===== src/rtl/rram_access_ctrl_pkg.sv =====
// Shared definitions for the RRAM access controller: FSM state encoding and
// default geometry/timing constants.
package rram_access_ctrl_pkg;

  typedef enum logic [2:0] {
    ST_IDLE  = 3'd0,
    ST_SETUP = 3'd1,
    ST_PULSE = 3'd2,
    ST_HOLD  = 3'd3,
    ST_RESP  = 3'd4
  } state_e;

  localparam int unsigned DEF_Y       = 5;
  localparam int unsigned DEF_DW      = 8;
  localparam int unsigned DEF_T_SETUP = 2;
  localparam int unsigned DEF_T_WRITE = 10;
  localparam int unsigned DEF_T_READ  = 4;

  function automatic int unsigned max3(input int unsigned a, input int unsigned b,
                                       input int unsigned c);
    int unsigned m;
    m = (a > b) ? a : b;
    return (m > c) ? m : c;
  endfunction

endpackage


===== src/rtl/rram_access_ctrl_pulse_timer.sv =====
// Loadable down-counter shared by the SETUP and PULSE phases; done while the count is zero.
module rram_pulse_timer #(
  parameter int unsigned CW = 4
) (
  input  logic          clk,
  input  logic          rst,
  input  logic          load_i,
  input  logic [CW-1:0] load_val_i,
  output logic          done_o
);

  logic [CW-1:0] cnt_q;

  // NOTE: state registers use non-blocking assignments so every flop samples pre-edge values.
  always_ff @(posedge clk) begin
    if (rst) begin
      cnt_q <= '0;
    end else if (load_i) begin
      cnt_q <= load_val_i;
    end else if (cnt_q != '0) begin
      cnt_q <= cnt_q - 1'b1;
    end
  end

  assign done_o = (cnt_q == '0);

endmodule


===== src/rtl/rram_access_ctrl.sv =====
// Single-operation RRAM read/write sequencer: request handshake, timed wordline/bitline/
// sense-amp control, response handshake. Every output is a flop.
module rram_access_ctrl
  import rram_access_ctrl_pkg::*;
#(
  parameter int unsigned Y       = DEF_Y,
  parameter int unsigned DW      = DEF_DW,
  parameter int unsigned T_SETUP = DEF_T_SETUP,
  parameter int unsigned T_WRITE = DEF_T_WRITE,
  parameter int unsigned T_READ  = DEF_T_READ
) (
  input  logic          clk,
  input  logic          rst,
  input  logic          req_valid,
  output logic          req_ready,
  input  logic          req_we,
  input  logic [Y-1:0]  req_addr,
  input  logic [DW-1:0] req_wdata,
  output logic          rsp_valid,
  input  logic          rsp_ready,
  output logic [DW-1:0] rsp_rdata,
  output logic [Y-1:0]  dec_binary_in,
  output logic          dec_enable,
  output logic [DW-1:0] bl_wdata,
  output logic          bl_write_en,
  output logic          sa_enable,
  input  logic [DW-1:0] sa_data,
  output logic          busy
);

  localparam int unsigned T_MAX = max3(T_SETUP, T_WRITE, T_READ);
  localparam int unsigned CW    = $clog2(T_MAX + 1);
  localparam logic [CW-1:0] LD_SETUP = CW'(T_SETUP - 1);
  localparam logic [CW-1:0] LD_WRITE = CW'(T_WRITE - 1);
  localparam logic [CW-1:0] LD_READ  = CW'(T_READ - 1);

  state_e        state_q, state_d;
  logic          we_q, we_d;
  logic [DW-1:0] wdata_q, wdata_d;
  logic [DW-1:0] rdata_q, rdata_d;
  logic [Y-1:0]  addr_q, addr_d;
  logic [DW-1:0] bl_wdata_q, bl_wdata_d;
  logic          req_ready_q, req_ready_d;
  logic          rsp_valid_q, rsp_valid_d;
  logic          dec_en_q, dec_en_d;
  logic          bl_we_q, bl_we_d;
  logic          sa_en_q, sa_en_d;
  logic          busy_q, busy_d;
  logic          tmr_load, tmr_done, accept, capture;
  logic [CW-1:0] tmr_val;

  rram_pulse_timer #(.CW(CW)) u_timer (
    .clk        (clk),
    .rst        (rst),
    .load_i     (tmr_load),
    .load_val_i (tmr_val),
    .done_o     (tmr_done)
  );

  // NOTE: every always_comb output gets a default first so no path leaves a latch behind.
  always_comb begin
    state_d  = state_q;
    tmr_load = 1'b0;
    tmr_val  = '0;
    accept   = 1'b0;
    capture  = 1'b0;
    unique case (state_q)
      ST_IDLE: if (req_valid) begin
        accept   = 1'b1;
        state_d  = ST_SETUP;
        tmr_load = 1'b1;
        tmr_val  = LD_SETUP;
      end
      ST_SETUP: if (tmr_done) begin
        state_d  = ST_PULSE;
        tmr_load = 1'b1;
        tmr_val  = we_q ? LD_WRITE : LD_READ;
      end
      ST_PULSE: if (tmr_done) begin
        state_d = ST_HOLD;
        capture = !we_q;
      end
      ST_HOLD: state_d = ST_RESP;
      ST_RESP: if (rsp_ready) state_d = ST_IDLE;
      default: state_d = ST_IDLE;
    endcase

    // Address only ever moves on accept, so it is frozen while the wordline is enabled.
    we_d        = accept ? req_we    : we_q;
    wdata_d     = accept ? req_wdata : wdata_q;
    addr_d      = accept ? req_addr  : addr_q;
    rdata_d     = accept ? '0 : (capture ? sa_data : rdata_q);
    req_ready_d = (state_d == ST_IDLE);
    busy_d      = (state_d != ST_IDLE);
    dec_en_d    = (state_d == ST_PULSE);
    bl_we_d     = (state_d == ST_PULSE) && we_q;
    sa_en_d     = (state_d == ST_PULSE) && !we_q;
    bl_wdata_d  = bl_we_d ? wdata_q : '0;
    rsp_valid_d = (state_d == ST_RESP);
  end

  always_ff @(posedge clk) begin
    if (rst) begin
      state_q     <= ST_IDLE;
      we_q        <= 1'b0;
      wdata_q     <= '0;
      rdata_q     <= '0;
      addr_q      <= '0;
      bl_wdata_q  <= '0;
      req_ready_q <= 1'b1;
      rsp_valid_q <= 1'b0;
      dec_en_q    <= 1'b0;
      bl_we_q     <= 1'b0;
      sa_en_q     <= 1'b0;
      busy_q      <= 1'b0;
    end else begin
      state_q     <= state_d;
      we_q        <= we_d;
      wdata_q     <= wdata_d;
      rdata_q     <= rdata_d;
      addr_q      <= addr_d;
      bl_wdata_q  <= bl_wdata_d;
      req_ready_q <= req_ready_d;
      rsp_valid_q <= rsp_valid_d;
      dec_en_q    <= dec_en_d;
      bl_we_q     <= bl_we_d;
      sa_en_q     <= sa_en_d;
      busy_q      <= busy_d;
    end
  end

  assign req_ready     = req_ready_q;
  assign rsp_valid     = rsp_valid_q;
  assign rsp_rdata     = rdata_q;
  assign dec_binary_in = addr_q;
  assign dec_enable    = dec_en_q;
  assign bl_wdata      = bl_wdata_q;
  assign bl_write_en   = bl_we_q;
  assign sa_enable     = sa_en_q;
  assign busy          = busy_q;

endmodule


===== config.mk =====
export PLATFORM = sky130hd
export DESIGN_NAME = rram_access_ctrl
export DESIGN_NICKNAME = d
export VERILOG_FILES = /design/src/rtl/rram_access_ctrl_pkg.sv /design/src/rtl/rram_access_ctrl_pulse_timer.sv /design/src/rtl/rram_access_ctrl.sv
export SDC_FILE = /design/constraint.sdc
export NUM_CORES = 1
export LEC_CHECK = 0
export ABC_AREA = 1
export BUFFER_PORTS_ARGS = -buffer_cell sky130_fd_sc_hd__buf_2
export CAP_MARGIN = 20
export CORE_MARGIN = 2
export CORE_UTILIZATION = 50
export CTS_CLUSTER_SIZE = 14
export DETAILED_ROUTE_END_ITERATION = 16
export PLACE_DENSITY = 0.8
export SYNTH_ARGS = -nofsm -noshare
export SYNTH_HDL_FRONTEND = slang
export SYNTH_SLANG_ARGS = --single-unit

===== constraint.sdc =====
create_clock -name clk -period 3.6 [get_ports clk]
set_clock_uncertainty 0.05 [all_clocks]
set_input_delay 0.36 -clock clk [delete_from_list [all_inputs] [get_ports clk]]
set_output_delay 0.36 -clock clk [all_outputs]
set_load 0.02 [all_outputs]

# == Word level (Yosys, flattened, before mapping) ==
# Index checks and enable logic that the tools add are counted.
# op_classes
n_addsub,1
eq_ne,6
n_mux,17
bitwise_logic,1
reduce_logical,11
# op_table
cell,n
$mux W4,4
$pmux W3 S5,1
$mux W3,4
$eq A3 B2 Y1 const B,3
$pmux W4 S2,1
$eq A3 B3 Y1 const B,2
$logic_not A3 Y1,2
$mux W1,6
$logic_not A4 Y1,1
$reduce_bool A4 Y1,1
$reduce_or A2 Y1,2
$sub A4 B1 Y4 const B,1
$eq A3 B1 Y1 const B,1
$reduce_bool A3 Y1,1
$logic_and A1 B1 Y1,2
$pmux W1 S2,1
$reduce_bool A2 Y1,1
$logic_not A1 Y1,1
$not A1 Y1,1
# totals
regBits,43
in_bits,26
word_cells,49

# == Logic depth before layout (Yosys ltp) ==
# logic_depth
word_depth,7
mapped_depth,9

# == Modules after synthesis ==
# Synthesis repeated with hierarchy kept, for this count alone.
# hier_totals
hier_cells,198
area_unflattened_um2,1596.5
# by_module_without_submodules
mod,n_inst,cells_each,area_each_um2,seq_area_each_um2
rram_access_ctrl,1,158,1348.8,780.7
rram_pulse_timer,1,40,247.7,80.1

# == Worst setup path after synthesis ==
# OpenSTA, ideal clock, no wires.
# synth_timing
path_kind,reg-to-reg
startpoint,register u_timer.cnt_q[0]
endpoint,"register rdata_q[4], in the netlist rsp_rdata[4]"
setup_ns,0.113
t_arrival_ns,1.277
t_required_ns,3.437
slack_ns,2.160
path_stages_with_launch,10
period_less_slack_ns,1.440
path_cell_list,dfxtp_1 inv_1 ha_1 nand2_2 nor2_4 nand2_4 nor2_4 inv_2 o21ai_1 nor2_1
# synth_via
elab_chain_cells,3
# synth_rtl
element,line,rtl
from (decl),rram_access_ctrl_pulse_timer.sv:12,logic [CW-1:0] cnt_q;
from (signal assigned),rram_access_ctrl_pulse_timer.sv:19,cnt_q <= load_val_i;
from (signal assigned),rram_access_ctrl_pulse_timer.sv:21,cnt_q <= cnt_q - 1'b1;
$logic_not A4 Y1,rram_access_ctrl_pulse_timer.sv:25,assign done_o = (cnt_q == '0);
$mux W1,rram_access_ctrl.sv:79,ST_PULSE: if (tmr_done) begin
$mux W1,rram_access_ctrl.sv:67,unique case (state_q)
to (signal assigned),rram_access_ctrl.sv:120,rdata_q <= rdata_d;
to (decl),rram_access_ctrl.sv:40,"logic [DW-1:0] rdata_q, rdata_d;"
# Every way passes these cells.
# A chain may end at the register's enable or synchronous reset.

# == Worst setup path after layout ==
# layout_timing
startpoint,register state_q[0]
endpoint,"register rdata_q[2], in the netlist rsp_rdata[2]"
# layout_via
elab_chain_cells,3
# layout_rtl
element,line,rtl
from (decl),rram_access_ctrl.sv:37,"state_e state_q, state_d;"
from (signal assigned),rram_access_ctrl.sv:117,state_q <= state_d;
$logic_not A3 Y1,rram_access_ctrl.sv:67,
$mux W1,rram_access_ctrl.sv:67,
$reduce_or A2 Y1 (no source line),n/a,
# Several ways; a longest one is shown, not always the timed one.

==> flow_metrics.env <==
export IMPL_synth_top_flop_cell="dfxtp_1"
export IMPL_core_um2=3050
export IMPL_post_dp_cell_area_um2=1880
export IMPL_status="completed"
export IMPL_drt_wl_total_mm=2.99
export IMPL_synth_cells=187
export IMPL_antenna_found_initial=0
export IMPL_synth_edf_count=0
export IMPL_pin_count=53
export IMPL_row_count=20
export IMPL_drive_gt1_share_pct=31.4
export IMPL_grt_pass1_vias=1049
export IMPL_synth_xor_area_share_pct=1.09
export IMPL_critical_path_slowest_cell="nand3_2"
export IMPL_grt_max_degree=31
export IMPL_ir_worst_vdd_v=0.000334
export IMPL_root_buffer="clkbuf_4"
export IMPL_tightest_slew_ns=0.449
export IMPL_clkTransAtPathRegs_ns=0.12
export IMPL_wire_per_inst_um=10.5
export IMPL_min_period_over_period_pct=46.8
export IMPL_final_common_cell="buf_2"
export IMPL_ant_nets=0
export IMPL_yosys_warnings=0
export IMPL_cts_hold_buf=0
export IMPL_synth_fa_ha_area_share_pct=0.782
export IMPL_finalMaxSlewViolations=0
export IMPL_cp_num_buf_inv=1
export IMPL_vias=1319
export IMPL_fin_area_um2=1930
export IMPL_cts_buffers=5
export IMPL_finalPower_w=0.00129
export IMPL_cts_sinks=43
export IMPL_cts_resized=0
export IMPL_postCtsSetupRepairBufs=0
export IMPL_slew_headroom_pct=69.9
export IMPL_routabilityCongestion=0.830
export IMPL_synth_top_area_share_pct=53.8
export IMPL_power_leakage_nw=0.938
export IMPL_regArea_um2=861
export IMPL_setup_violations=0
export IMPL_grt_setup_unrepaired="no"
export IMPL_fillCellCount=284
export IMPL_grt_overflow=0
export IMPL_synth_seq_cells=43
export IMPL_start_util_pct=52.4
export IMPL_hold_ws_ns=0.166
export IMPL_final_nets=268
export IMPL_clock_path_buffers=2
export IMPL_path_class="register to register"
export IMPL_grt_usage_pct=17.2
export IMPL_fin_crit_ns=1.69
export IMPL_syn_avg_cell_area_um2=8.56
export IMPL_p_per_area_nw_per_um2=667
export IMPL_fmax_mhz=593
export IMPL_grt_pass1_wl_mm=4.57
export IMPL_yosys_top_cells_area="dfxtp_1 54%, nor2_1 11%, o21ai_0 6.6%, inv_1 4.5%, nor2_4 3.5%"
export IMPL_crit_path_max_incr_delay_ns=0.39
export IMPL_critical_path_most_common_cell="nor2_1"
export IMPL_drt_iter0_drc=32
export IMPL_cp_arrival_ns=1.89
export IMPL_hp_class="input port to register"
export IMPL_port_buffers=52
export IMPL_synthMuxAreaShare_pct=0
export IMPL_crit_family="simple AND/OR/NAND/NOR gates"
export IMPL_die_x_um=60.6
export IMPL_async_flop_share_pct=0
export IMPL_synth_compound_area_share_pct=13.2
export IMPL_area_growth_pct=20.6
export IMPL_tns_ns=0
export IMPL_cp_start_kind="register"
export IMPL_crit_required_ns=3.81
export IMPL_drt_pass1_iterations=4
export IMPL_clkLatencyLatePin_ns=0.36
export IMPL_dieHeight_um=60.6
export IMPL_cts_tree="done"
export IMPL_yosys_area_top_type="dfxtp_1"
export IMPL_final_cell_mix="52 x buf_2, 47 x nor2_1, 43 x dfxtp_1, 21 x o21ai_0, 19 x inv_1"
export IMPL_worstPathCellList="nor2_1 -> nand3_2 -> inv_1 -> nor2_4 -> o21ai_0 -> nor2_1"
export IMPL_cts_max_level=2
export IMPL_synthSimpleGateAreaFrac_pct=23.0
export IMPL_ys_types=28
export IMPL_drv_cap=0
export IMPL_syn_num_nets=214
export IMPL_via_per_inst=4.61
export IMPL_multi_input_area_um2=609
export IMPL_die_area_um2=3670
export IMPL_end_kind="register"
export IMPL_synth_top_family_by_area="simple AND/OR/NAND/NOR gates"
export IMPL_place_hpwl_mm=2.25
export IMPL_diodes=0
export IMPL_path_max_fanout=30
export IMPL_drcViolationCount=0
export IMPL_synth_area_um2=1600
export IMPL_ys_seq_area_share_pct=53.8
export IMPL_final_hold_viol_count=0
worst paths after layout:
check / slack [ns] / end / from / cells past startpoint
max reg2reg: 1.91 / rsp_rdata[2]$_SDFFE_PP0P_ / state_q[0]$_SDFF_PP0_ / 6
max: 1.91 / rsp_rdata[2]$_SDFFE_PP0P_ / state_q[0]$_SDFF_PP0_ / 6
min: 0.17 / rsp_rdata[0]$_SDFFE_PP0P_ / sa_data[0] / 3
min reg2reg: 0.40 / bl_wdata[3]$_SDFF_PP0_ / wdata_q[3]$_SDFFE_PP0P_ / 2
power by group:
part	switching [W]	internal, W	leakage, nW
sequential	0.0000425	0.000558	0.352
combinational	0.000299	0.000160	0.558
clock	0.000153	0.0000754	0.0282
total	0.000494	0.000793	0.938
layout make-up:
| class | count | share of cell area, % |
|---|---|---|
| inverters | 24 | 4.67 |
| multi-input cells | 115 | 31.6 |
| clock buffers | 6 | 2.14 |
| repair buffers | 52 | 13.5 |
| flip-flops and latches | 43 | 44.6 |
| well taps | 44 | 2.85 |
| clock inverters | 2 | 0.649 |
through the flow:
stage,worst slack (ns),utilization (%),std cells
CTS,1.91,63.2,286
global placement,1.98,61.4,278
global route,1.71,63.2,286
detailed placement,1.93,61.4,278
finish,1.91,63.2,286
floorplan,2.16,-,187
cells in the mapped netlist, types with 2 or more instances:
| cell type | n |
|---|---|
| a31oi_1 | 3 |
| nand3_1 | 4 |
| dfxtp_1 | 43 |
| o21ai_1 | 3 |
| buf_2 | 2 |
| inv_1 | 19 |
| nor2_4 | 5 |
| inv_2 | 4 |
| buf_6 | 2 |
| o21ai_0 | 21 |
| nand2_1 | 9 |
| nand3_2 | 2 |
| nor2_1 | 47 |
| a21oi_1 | 9 |
flip-flops by register name, summed over array words and instances (netlist names), 3 cells and up:
signal and flops:
bl_wdata 8, dec_binary_in 5, rsp_rdata 8, state_q 3, u_timer.cnt_q 4, wdata_q 8
per-layer routing:
layer / GRT usage, % / wire length (um) / vias to the layer above
li1: - / - / 703
met1: 21.2 / 1360 / 582
met2: 27.3 / 1420 / 27
met3: 5.33 / 145 / 7
met4: 8.39 / 64 / 0
met5: 0 / 0 / -
logic make-up after synthesis:
kind of cell / after synthesis
AOI/OAI and AO/OA: 39
xor gates and xnor gates: 2
adders and majority gates: 1
buffers and inverters: 29
DFF: 43
and+or+nand+nor: 73
tightest hold or removal path: cells and delay by family:
| kind | cells | cell delay [ns] |
|---|---|---|
| buf+inv | 1 | 0.07 |
| simple gates | 2 | 0.11 |
(Power assumes the default switching activity.)
